File: src/rtl/parity_capture_pipe.sv
// Two-stage valid/ready pipe on a single clock. Stage A captures one selected input channel.
// Stage B reduces that word to one bit and counts delivered ones in a saturating counter.
module parity_capture_pipe #(
  parameter int NCH   = 4,
  parameter int W     = 2,
  parameter int CNT_W = 8
) (
  input  logic                     clk,
  input  logic                     rst,
  input  logic [NCH*W-1:0]         di,
  input  logic [$clog2(NCH)-1:0]   in_sel,
  input  logic                     in_valid,
  output logic                     in_ready,
  input  logic                     cap_en,
  input  logic                     out_en,
  input  logic [1:0]               mode,
  output logic                     dco,
  output logic                     out_valid,
  input  logic                     out_ready,
  input  logic                     cnt_clr,
  output logic [CNT_W-1:0]         ones_cnt,
  output logic                     sat
);

  localparam int SEL_W = $clog2(NCH);

  logic             r_a_full;
  logic [W-1:0]     r_dao;
  logic             r_dco;
  logic             r_out_valid;
  logic [CNT_W-1:0] r_ones_cnt;
  logic             r_sat;

  logic             w_b_load;
  logic             w_in_hs;
  logic             w_out_hs;
  logic [W-1:0]     w_sel_word;
  logic             w_reduced;
  logic [CNT_W-1:0] w_cnt_next;

  // Stage A may refill in the same cycle it drains, so in_ready sees out_ready/out_en combinationally.
  assign w_b_load = r_a_full & out_en & (~r_out_valid | out_ready);
  assign in_ready = rst & cap_en & (~r_a_full | w_b_load);
  assign w_in_hs  = in_valid & in_ready;
  assign w_out_hs = r_out_valid & out_ready;

  // NOTE: every signal written in always_comb gets a default first so no latch is inferred.
  always_comb begin
    w_sel_word = di[W-1:0];
    for (int c = 0; c < NCH; c++) begin
      if (in_sel == SEL_W'(c)) w_sel_word = di[c*W +: W];
    end
  end

  always_comb begin
    w_reduced = 1'b0;
    case (mode)
      2'b00:   w_reduced = ^r_dao;
      2'b01:   w_reduced = ~^r_dao;
      2'b10:   w_reduced = |r_dao;
      default: w_reduced = &r_dao;
    endcase
  end

  // NOTE: sequential state is updated with non-blocking assignments only.
  always_ff @(posedge clk or negedge rst) begin
    if (!rst) begin
      r_a_full    <= 1'b0;
      r_dao       <= '0;
      r_dco       <= 1'b0;
      r_out_valid <= 1'b0;
    end else begin
      if (w_in_hs) begin
        r_dao    <= w_sel_word;
        r_a_full <= 1'b1;
      end else if (w_b_load) begin
        r_a_full <= 1'b0;
      end

      if (w_b_load) begin
        r_dco       <= w_reduced;
        r_out_valid <= 1'b1;
      end else if (w_out_hs) begin
        r_out_valid <= 1'b0;
      end
    end
  end

  assign w_cnt_next = r_ones_cnt + 1'b1;

  // Clear wins over a same-cycle increment; sat latches when the count first reaches all-ones.
  always_ff @(posedge clk or negedge rst) begin
    if (!rst) begin
      r_ones_cnt <= '0;
      r_sat      <= 1'b0;
    end else if (cnt_clr) begin
      r_ones_cnt <= '0;
      r_sat      <= 1'b0;
    end else if (w_out_hs && r_dco && !(&r_ones_cnt)) begin
      r_ones_cnt <= w_cnt_next;
      if (&w_cnt_next) r_sat <= 1'b1;
    end
  end

  assign dco       = r_dco;
  assign out_valid = r_out_valid;
  assign ones_cnt  = r_ones_cnt;
  assign sat       = r_sat;

endmodule

File: config.mk
export PLATFORM = sky130hd
export DESIGN_NAME = parity_capture_pipe
export DESIGN_NICKNAME = d
export VERILOG_FILES = /design/src/rtl/parity_capture_pipe.sv
export SDC_FILE = /design/constraint.sdc
export NUM_CORES = 1
export LEC_CHECK = 0
export CORE_ASPECT_RATIO = 0.9
export CORE_UTILIZATION = 48
export CTS_BUF_LIST = sky130_fd_sc_hd__clkbuf_2
export DETAILED_ROUTE_END_ITERATION = 12
export GPL_ROUTABILITY_DRIVEN = 0
export PLACE_DENSITY = 0.95
export SLEW_MARGIN = 10
export SYNTH_ARGS = -nofsm -noshare
export SYNTH_HDL_FRONTEND = slang
export SYNTH_SLANG_ARGS = --single-unit
File: constraint.sdc
create_clock -name clk -period 3.2 [get_ports clk]
set_clock_uncertainty 0.15 [all_clocks]
set_input_delay 0.48 -clock clk [delete_from_list [all_inputs] [get_ports clk]]
set_output_delay 0.48 -clock clk [all_outputs]
set_load 0.005 [all_outputs]
; Word-level counts from Yosys, hierarchy flattened
; Cells that the tools add are included.
[word_totals]
wordCells = 50
out_inout_bits = 12
input_bits = 19
register_bits = 14
[classes]
reduce_logical = 15
n_bitwise = 10
mux = 13
add_sub_neg = 1
n_eq_ne = 5
[ops]
columns = operator, n
row1 = 2-to-1 mux 8 bit, 2
row2 = AND reduction 8 bit, 2
row3 = adder 8 x 1 -> 8 bit (second input constant), 1
row4 = nonzero test 2 bit, 4
row5 = 2-to-1 mux 1 bit, 7
row6 = bitwise AND 1 bit, 6
row7 = equality test 2 bit (second input constant), 3
row8 = 2-to-1 mux 2 bit, 3
row9 = equality test 2 x 1 -> 1 bit (second input constant), 2
row10 = AND reduction 2 bit, 2
row11 = one-hot mux 1 bit (3 select lines), 1
row12 = logical AND 1 bit, 2
row13 = logical NOT 2 bit, 1
row14 = inverter 1 bit, 2
row15 = OR 1 bit, 2
row16 = OR reduction 2 bit, 1
row17 = XNOR reduction 2 bit, 1
row18 = parity 2 bit, 1
row19 = logical NOT 1 bit, 1

; Depth between registers and ports, before layout
; Gate-level depths: netlist of run 1.
[depth]
depth_word = 7
mapped_depth = 6
mapped_depth_nobuf = 6

; Least setup slack after synthesis of run 1
; Ideal clock, no wire load.
[synth_timing]
path_kind = reg2reg
start = register r_ones_cnt[0], in the netlist ones_cnt[0]
end = register r_ones_cnt[5], in the netlist ones_cnt[5]
n_path_buf = 0
period_less_slack_ns = 1.770
slack_ns = 1.430
setup_time_ns = 0.132
required_time_ns = 2.918
stages_incl_launch_ff = 6
t_arrival_ns = 1.487
cell_sequence = dfrtp_1 -> ha_1 -> and3_1 -> a2111oi_2 -> xnor2_1 -> nor2_1
[synth_between]
elab_chain_cells = 4
elab_cells_between_ends = 7
classes_between = 1 x add/sub / 2 x mux / 4 x reduce/logical
[synth_rtl]
columns = element, line
row1 = "start, declared", 31  ; logic [CNT_W-1:0] r_ones_cnt;
row2 = "start signal, assigned", 100  ; r_ones_cnt <= w_cnt_next;
row3 = branches (longest 4 deep; another with adder 8 x 1 -> 8 bit), -
; Parallel ways; which one is timed is not known. The select of a mux whose other input is x is not followed.
; A chain may end at the register's enable or synchronous reset.

; Worst setup path in the final report of run 1
[layout_timing]
start = input port out_ready
end = output port in_ready
[layout_between]
elab_chain_cells = 4
[layout_rtl]
columns = element, line
row1 = "start, declared", 19  ; input logic out_ready,
row2 = OR 1 bit, 42  ; assign w_b_load = r_a_full & out_en & (~r_out_valid | out_ready);
row3 = bitwise AND 1 bit, 42
row4 = OR 1 bit, 43  ; assign in_ready = rst & cap_en & (~r_a_full | w_b_load);
row5 = bitwise AND 1 bit, 43
row6 = "end, declared", 13  ; output logic in_ready,
; No other way between the ends.

==> results of run 1 <==
## worst max-delay path by stage
stage,start,endpoint,depth (start not counted)
2_1_floorplan,ones_cnt[0],ones_cnt[5],5
3_3_place_gp,out_ready,in_ready,5
3_5_place_dp,out_ready,in_ready,5
4_1_cts,out_ready,in_ready,5
5_1_grt,out_ready,in_ready,5
6_report,out_ready,in_ready,5
## through the flow
step	utilization	cells	cell area, um^2
after floorplan	-	79	829.5
after global placement	0.7594	131	1161
after detailed placement	0.7594	131	1161
after CTS	0.7717	135	1180
after global routing	0.7717	135	1180
final	0.7717	135	1180
## worst max-delay path, cell delays in order
cell             delay [ns]
clkdlybuf4s50_1        0.47
nor2b_1                0.06
o21ai_0                0.29
and3_1                 0.21
clkdlybuf4s50_1        0.50
## power groups by stage
stage / registers (mW) / clock network, mW / logic (mW)
final: 0.209 / 0.0803 / 0.112
after detailed placement: 0.213 / 0 / 0.112
after CTS: 0.209 / 0.0838 / 0.113
after global placement: 0.212 / 0 / 0.109
after floorplan: 0.211 / 0 / 0.0520
after global routing: 0.212 / 0.0937 / 0.126
## sequential cells by signal, summed over array words and instances, names as in the netlist
register,flops
ones_cnt,8
sat,1
dco,1
r_a_full,1
out_valid,1
r_dao,2
## Yosys cell counts
cell type,instances
and4_2,1
a2111oi_2,1
buf_1,1
ha_1,4
or3_1,1
nand3_1,3
nand3b_1,1
mux2_2,3
o32ai_2,1
o21ai_0,2
nand4_1,1
xnor2_1,6
xor2_1,2
or4_1,1
mux4_2,2
inv_1,5
nand2_1,5
a211oi_1,3
nor4b_2,1
a21bo_2,1
nor2b_1,1
and3_1,2
nor2_1,9
nand2b_1,2
a21o_1,1
a21oi_1,5
dfrtp_1,14
## area by class of cell
cell class                      instances  area (um^2)  area share
Multi-Input combinational cell         59        456.7      0.3871
Sequential cell                        14        350.3      0.2969
Inverter                                5        18.77     0.01591
Clock inverter                          1        3.754    0.003181
Clock buffer                            3        15.01     0.01273
Timing Repair Buffer                   31        307.8      0.2609
Tap cell                               22        27.53     0.02333
## metal layers
metal / track usage / vias to the layer above / wire length (um) / part of all wire
li1: - / 349 / - / -
met3: 0.03913 / 2 / 95 / 0.052
met1: 0.2670 / 335 / 773 / 0.42
met4: 0.07059 / 0 / 11 / 0.0060
met5: 0 / - / 0 / 0
met2: 0.3914 / 25 / 958 / 0.52
## kinds of logic after synthesis
logic type      after synthesis  synth area share
simple gates                 28            0.1825
compound gates               14            0.1282
buf+inv                       6           0.02715
fa+ha+maj                     4           0.06033
xor+xnor                      8           0.08447
mux                           5           0.09502
flops                        14            0.4223
==> run summary, run 1 <==
The first-iteration detailed-routing DRC count is 12. After global routing the overflow that remains totals 0. The count of final setup violators is 0. Measured along the y axis, the die boundary spans slightly above 40 um.

The library cells used most frequently in the layout, excluding fill and tap cells, are clkdlybuf4s50_1, dfrtp_1, nor2_1, xnor2_1. Entering global routing, the biggest net connects 16 pins. The core area is between 1500 and 2000 um^2. No sink is reached through more buffers than the 2 on the longest clock path. The clock group share of total power is 0.200. The startpoint identified for the worst register-to-register timing path is ones_cnt[0]. The relative area change from synthesis to final layout came out at 42.23%. After clock tree synthesis, the clock-pin slew on the worst setup and hold paths is between 0.1 and 0.15 ns. The post-cts hold buffer count came out at 0. The overall routing resource usage came out at 0.2226. The cell row count came out at 13. In this run the power spent charging and discharging nets is ~0.11 mW.

The type of the worst setup path is input pin to primary output. The insertion delay of the later-clocked pin in the worst-skew pair is 0.26 ns. The post-synthesis area per instance is about 11 um^2.

The endpoint identified for the worst register-to-register timing path is ones_cnt[1]. The shortest clock period the worst path allows after layout is 2.645 ns. In this run the tightest slew margin relative to its limit is 0.6883.

The library cell used most frequently in the layout, excluding fill and tap cells, is clkdlybuf4s50_1. The worst setup path is launched from an input pin. Final hold analysis gives a worst-case slack of 0.3777 ns. The final number of max-transition violations came out at 0. Setup repair after global routing left no endpoint under its margin. The setup slack of the worst register-to-register path came out at approximately 1.2 ns. The arrival time at the worst endpoint came out at between 2 and 2.5 ns. Clock tree synthesis inserted a total of 3 buffers. The path type of the worst min-delay path is flop to flop.

After detailed routing, the number of vias per cell comes to around 5.3. The design internal power came out at 0.2914 mW. OpenSTA, run right after detailed placement, puts the worst setup slack at roughly 0.55 ns. The final net count came out at between 100 and 150.

The number of nets produced by synthesis is between 100 and 150. In this run the count of I/O pins placed on the die edge is 31. The die covers between 1500 and 2000 um^2.

The number of vias in the routed layout is about 710. The overall power came out at about 0.4 mW. The power per cell area is approximately 340 nW/um^2. The number of buffers added for setup after CTS came out at 0. The number of sinks handled by clock tree synthesis came out at 14. The post-route clock period utilization came out at 0.8265. The beginning of the worst hold path is r_a_full. The count of antenna diodes in the layout came out at 0. Summed over all instances, the cell type with the most area after synthesis is dfrtp_1. For this run, design rule violations remaining after detail routing come to 0. The slew at the pin closest to its max-slew limit came out at roughly 0.47 ns. The number of synthesis warnings came out at 0.

The top cell type's share of synthesized area is 0.4223. The fmax came out at ~380 MHz. The cell area after synthesis came out at 829.5 um^2. The routed length per placed instance is roughly 14 um.

The port buffer count is 30. The maximum VDD drop is roughly 0.24 mV. The number of global-route vias before repair was 711. The total of cells resized after clock tree synthesis is 0. The synthesized design contains 14 register bits. The hold-critical path depth came out at 2.

The total count of hold-check failures in the final report came out at 0. The first global-routing pass estimated about 3 mm of wire. Sorting the synthesized cells by area gives the leading types as dfrtp_1, xnor2_1, ha_1, mux4_2, nor2_1.

The starting utilization of the core area is 0.5426. The share of total power dissipated in combinational logic is 0.278. The fraction of layout cells with a size suffix above 1 is 0.1239. In this run the clock root is driven by a clkbuf_2. The first-pass iteration count of the detailed router came out at 4. The flow ran to the end, and the final reports show no timing, DRC or antenna violations.

The worst min-delay path endpoint is out_valid. The post-synthesis instance total came out at 79. The number of cell instances on the worst register-to-register path came out at 5.

The sequential share of the synthesized area is 0.4223. TritonCTS built the clock tree. The fraction of power spent switching nets is 0.2739. The worst setup slack after layout came out at 0.5551 ns. The largest fanout of any net on the critical path is 3. The part of the total power dissipated in sequential elements is 0.522. The total length of routed wires came out at between 1.5 and 2 mm. The required time at the endpoint of the critical path came out at 2.57 ns. The filler cells instantiated in the layout total around 120. Adding up every negative setup slack in the final design gives 0 ns. The analysis attributes to cell leakage a power of around 0.47 nW. The number of distinct standard cells referenced by the synthesized netlist came out at 27. STA classifies the critical path endpoint as a primary output. The chip width is around 46 um. The final HPWL from detailed placement came out at around 1.5 mm. In this run the number of H-tree levels came out at 1. Across the run, the number of max-cap violations was 0. The initial antenna violation count is 0. The count of nets left with antenna violations once routing finished came out at 0.
Note: power is estimated with default switching activity, not from simulation.
==> inputs of run 2 (changes only) <==
CORE_UTILIZATION = 40   (was 48)
PLACE_DENSITY = 0.86   (was 0.95)
clock period = 2.2 ns   (was 3.2 ns; I/O delays follow)
==> run 2 against run 1 <==
Non-clock buffer count grew 5. Sequential cell count is the same. Sequential power grew 45%. Hold slack lost 0.15 ns. Wire length is essentially flat.
==> run summary, run 2 (synthesis gave the netlist of run 1 again) <==
The number of sinks handled by clock tree synthesis came out at 14 (unchanged). Setup repair after global routing missed its margin: no (unchanged). The top cell family by delay on the critical path is simple AND/OR/NAND/NOR gates (was buffers and inverters). The first-iteration detailed-routing DRC count came out at 7 (was 12). The post-CTS clock slew at the launch and capture registers of the worst setup and hold paths came out at 0.15 ns (was 0.13 ns). The nature of the critical path endpoint is a flop (was primary output). The worst min-delay path endpoint is out_valid (unchanged). The number of H-tree levels is 1 (unchanged). The setup slack of the worst register-to-register path is 0.29 ns (was 1.24 ns). The minimum setup slack after placement came to -0.02802 ns (was 0.5511 ns). The cell row count came out at 15 (was 13).

The clock group share of total power is 0.214 (was 0.200). The placed instance count came out at 137 (was 131). The met1 layer usage reported by global route is 0.2013 (was 0.2670). The post-route clock period utilization came out at 0.8667. The final number of max-transition violations came to 0 (unchanged). The type of the worst setup path is flop to flop (was input pin to primary output).

The part of the total power dissipated in sequential elements came out at 0.500 (was 0.522). The shortest clock period the worst path allows after layout came out at 1.907 ns. The number of buffer and inverter instances along the worst setup path came out at 0 (was 2). The global-route wire length before repair is 2.856 mm (was 3.001 mm). The end of the worst register-to-register path was sat (was ones_cnt[1]). The overall power is 0.6083 mW (was 0.4013 mW). The most congested layer reported by global routing is met2 (unchanged).

The number of buffers created by CTS came to 3 (unchanged). The hold slack came out at 0.2284 ns (was 0.3777 ns). The chip width came out at 50.01 um (was 45.82 um). The final routed DRC violation total is 0 (unchanged).

The commonest non-fill, non-tap cell in the layout is clkdlybuf4s50_1 (unchanged). The switching power summed over all nets came out at 0.1759 mW (was 0.1099 mW). The cell area after layout was 1229 um^2 (was 1180 um^2). The vertical extent of the die is 45.21 um (was 41.44 um).

The full die area came out at 2260 um^2 (was 1899 um^2). The final net count is 142 (was 137). The fraction of power spent switching nets is 0.2891 (was 0.2739). The relative area change from synthesis to final layout came out at 48.11% (was 42.23%). The arrival time at the worst endpoint came out at 1.98 ns (was 2.01 ns). The starting utilization of the core area is 0.4291 (was 0.5426).

The core area came out at 1933 um^2 (was 1529 um^2). The global-route congestion overflow total came out at 0 (unchanged). The first-pass iteration count of the detailed router is 4 (unchanged). The startpoint of the most critical register-to-register path is ones_cnt[0] (unchanged). The summed negative setup slack over all endpoints came out at 0 ns (unchanged). The buffer cell driving the clock tree root was clkbuf_2 (unchanged). The insertion delay of the later-clocked pin in the worst-skew pair came out at 0.30 ns (was 0.26 ns).

The hold-critical path depth was 3 (was 2). The number of fill cells in the layout came to 154 (was 118). Outcome: complete, no violations (unchanged).

The worst setup slack after layout came out at 0.2932 ns (was 0.5551 ns). The port buffer count is 30 (unchanged). The number of cell instances on the worst register-to-register path is 5 (unchanged). The beginning of the worst hold path is out_ready (was r_a_full). Ordered cell list for the critical path: ha_1 > nand3_1 > or3_1 > a21o_1 > o32ai_2 (was clkdlybuf4s50_1 > nor2b_1 > o21ai_0 > and3_1 > clkdlybuf4s50_1). The overall routing resource usage is 0.1742 (was 0.2226). The path type of the worst min-delay path is input pin to flop (was flop to flop). The total length of routed wires was 1.837 mm (was 1.838 mm).

The count of final setup violators is 0 (unchanged). The largest fanout of any net on the critical path came out at 5 (was 3). The cell at the slowest stage of the critical path was dfrtp_1 (was clkdlybuf4s50_1). The total count of hold-check failures in the final report came to 0 (unchanged). The number of global-route vias before repair is 690 (was 711). The largest net degree at the start of global routing came out at 16 (unchanged). Leading cell types in the layout, fill and taps excluded: clkdlybuf4s50_1, dfrtp_1, nor2_1, xnor2_1, buf_4 (was clkdlybuf4s50_1, dfrtp_1, nor2_1, xnor2_1). The final HPWL from detailed placement came out at 1.403 mm (was 1.534 mm). The design internal power came out at 0.4324 mW (was 0.2914 mW). The leakage power of the design came out at 0.5204 nW (was 0.4724 nW). The slew at the pin closest to its max-slew limit is 0.3045 ns (was 0.4675 ns). The initial antenna violation count was 0 (unchanged). The share of the core filled with cells in the final layout is 0.6356 (was 0.7717).

The instance area after placement is 1187 um^2 (was 1161 um^2). The post-route antenna net violation count was 0 (unchanged). The global routing met3 resource utilization came to 0.03030 (was 0.03913). The number of max-cap violations is 0 (unchanged). The ratio of routed vias to standard cells came out at 5.217 (was 5.267). The worst-case clock buffer depth was 2 (unchanged). The global-route met2 utilization came out at 0.3013 (was 0.3914). The relative slew slack was 0.7966 (was 0.6883). The CTS tree is built (unchanged). The maximum VDD drop is 0.2943 mV (was 0.2431 mV). The fraction of layout cells with a size suffix above 1 came out at 0.1695 (was 0.1239).

The element type at the critical path start was a flop (was input pin). The power per cell area is 495.1 nW/um^2 (was 340.2 nW/um^2). The routed length per placed instance came out at 12.85 um (was 13.61 um). The filler-free cell count of the finished design is 143 (was 135). The fmax is between 500 and 600 MHz.

The biggest cell delay along the critical path came to 0.46 ns (was 0.50 ns). The number of vias in the routed layout came out at 746 (was 711). The required time at the endpoint of the critical path was 2.27 ns (was 2.57 ns). The number of flip-flops under the largest register name came out at 8 (unchanged).

The top-level I/O count came out at 31 (unchanged). The combinational share of power is 0.286 (was 0.278). The count of antenna diodes in the layout came out at 0 (unchanged).
## run 2: tightest hold or removal path, delay by kind of cell
kind / cells / cell delay, ns
and+or+nand+nor: 2 / 0.19
buffers and inverters: 1 / 0.12
## run 2: repair_timing
action / in CTS / in global routing
resized for setup: 1 / 3
pin swaps: 0 / 2
setup buffers: 0 / 2
setup endpoints to repair: 1 / 1
hold buffers: 0 / 0
## run 2: layout make-up
class | count | area [um^2] | area share
Clock inverter | 1 | 3.754 | 0.003055
Sequential cell | 14 | 350.3 | 0.2851
Multi-Input combinational cell | 59 | 459.2 | 0.3737
Clock buffer | 3 | 15.01 | 0.01222
Tap cell | 25 | 31.28 | 0.02546
Timing Repair Buffer | 36 | 350.3 | 0.2851
Inverter | 5 | 18.77 | 0.01527
## run 2: how the worst max path moves through the flow
stage	start	endpoint	slack, ns	depth (start not counted)
global route	ones_cnt[1]	sat	0.20	5
global placement	out_ready	in_ready	-0.03	5
finish	ones_cnt[0]	sat	0.29	5
detailed placement	out_ready	in_ready	-0.03	5
CTS	out_ready	in_ready	0.006	5
floorplan	ones_cnt[0]	ones_cnt[5]	0.43	5
## run 2: layer usage
layer,part of all wire,up-vias
met5,0,-
met4,0.012,0
met3,0.041,4
met2,0.54,26
met1,0.41,354
li1,-,362
## run 2: power by group through the flow
stage	sequential [mW]	clock, mW	combinational (mW)
after floorplan	0.307	0	0.0757
after global placement	0.308	0	0.162
after detailed placement	0.310	0	0.170
after CTS	0.305	0.136	0.171
after global routing	0.309	0.146	0.189
final	0.304	0.130	0.174
==> inputs of run 3 (changes only) <==
SLEW_MARGIN = 20   (was 10)
==> results of run 3 <==
Same layout as run 2: the final DEF is identical, and so are final timing and power.
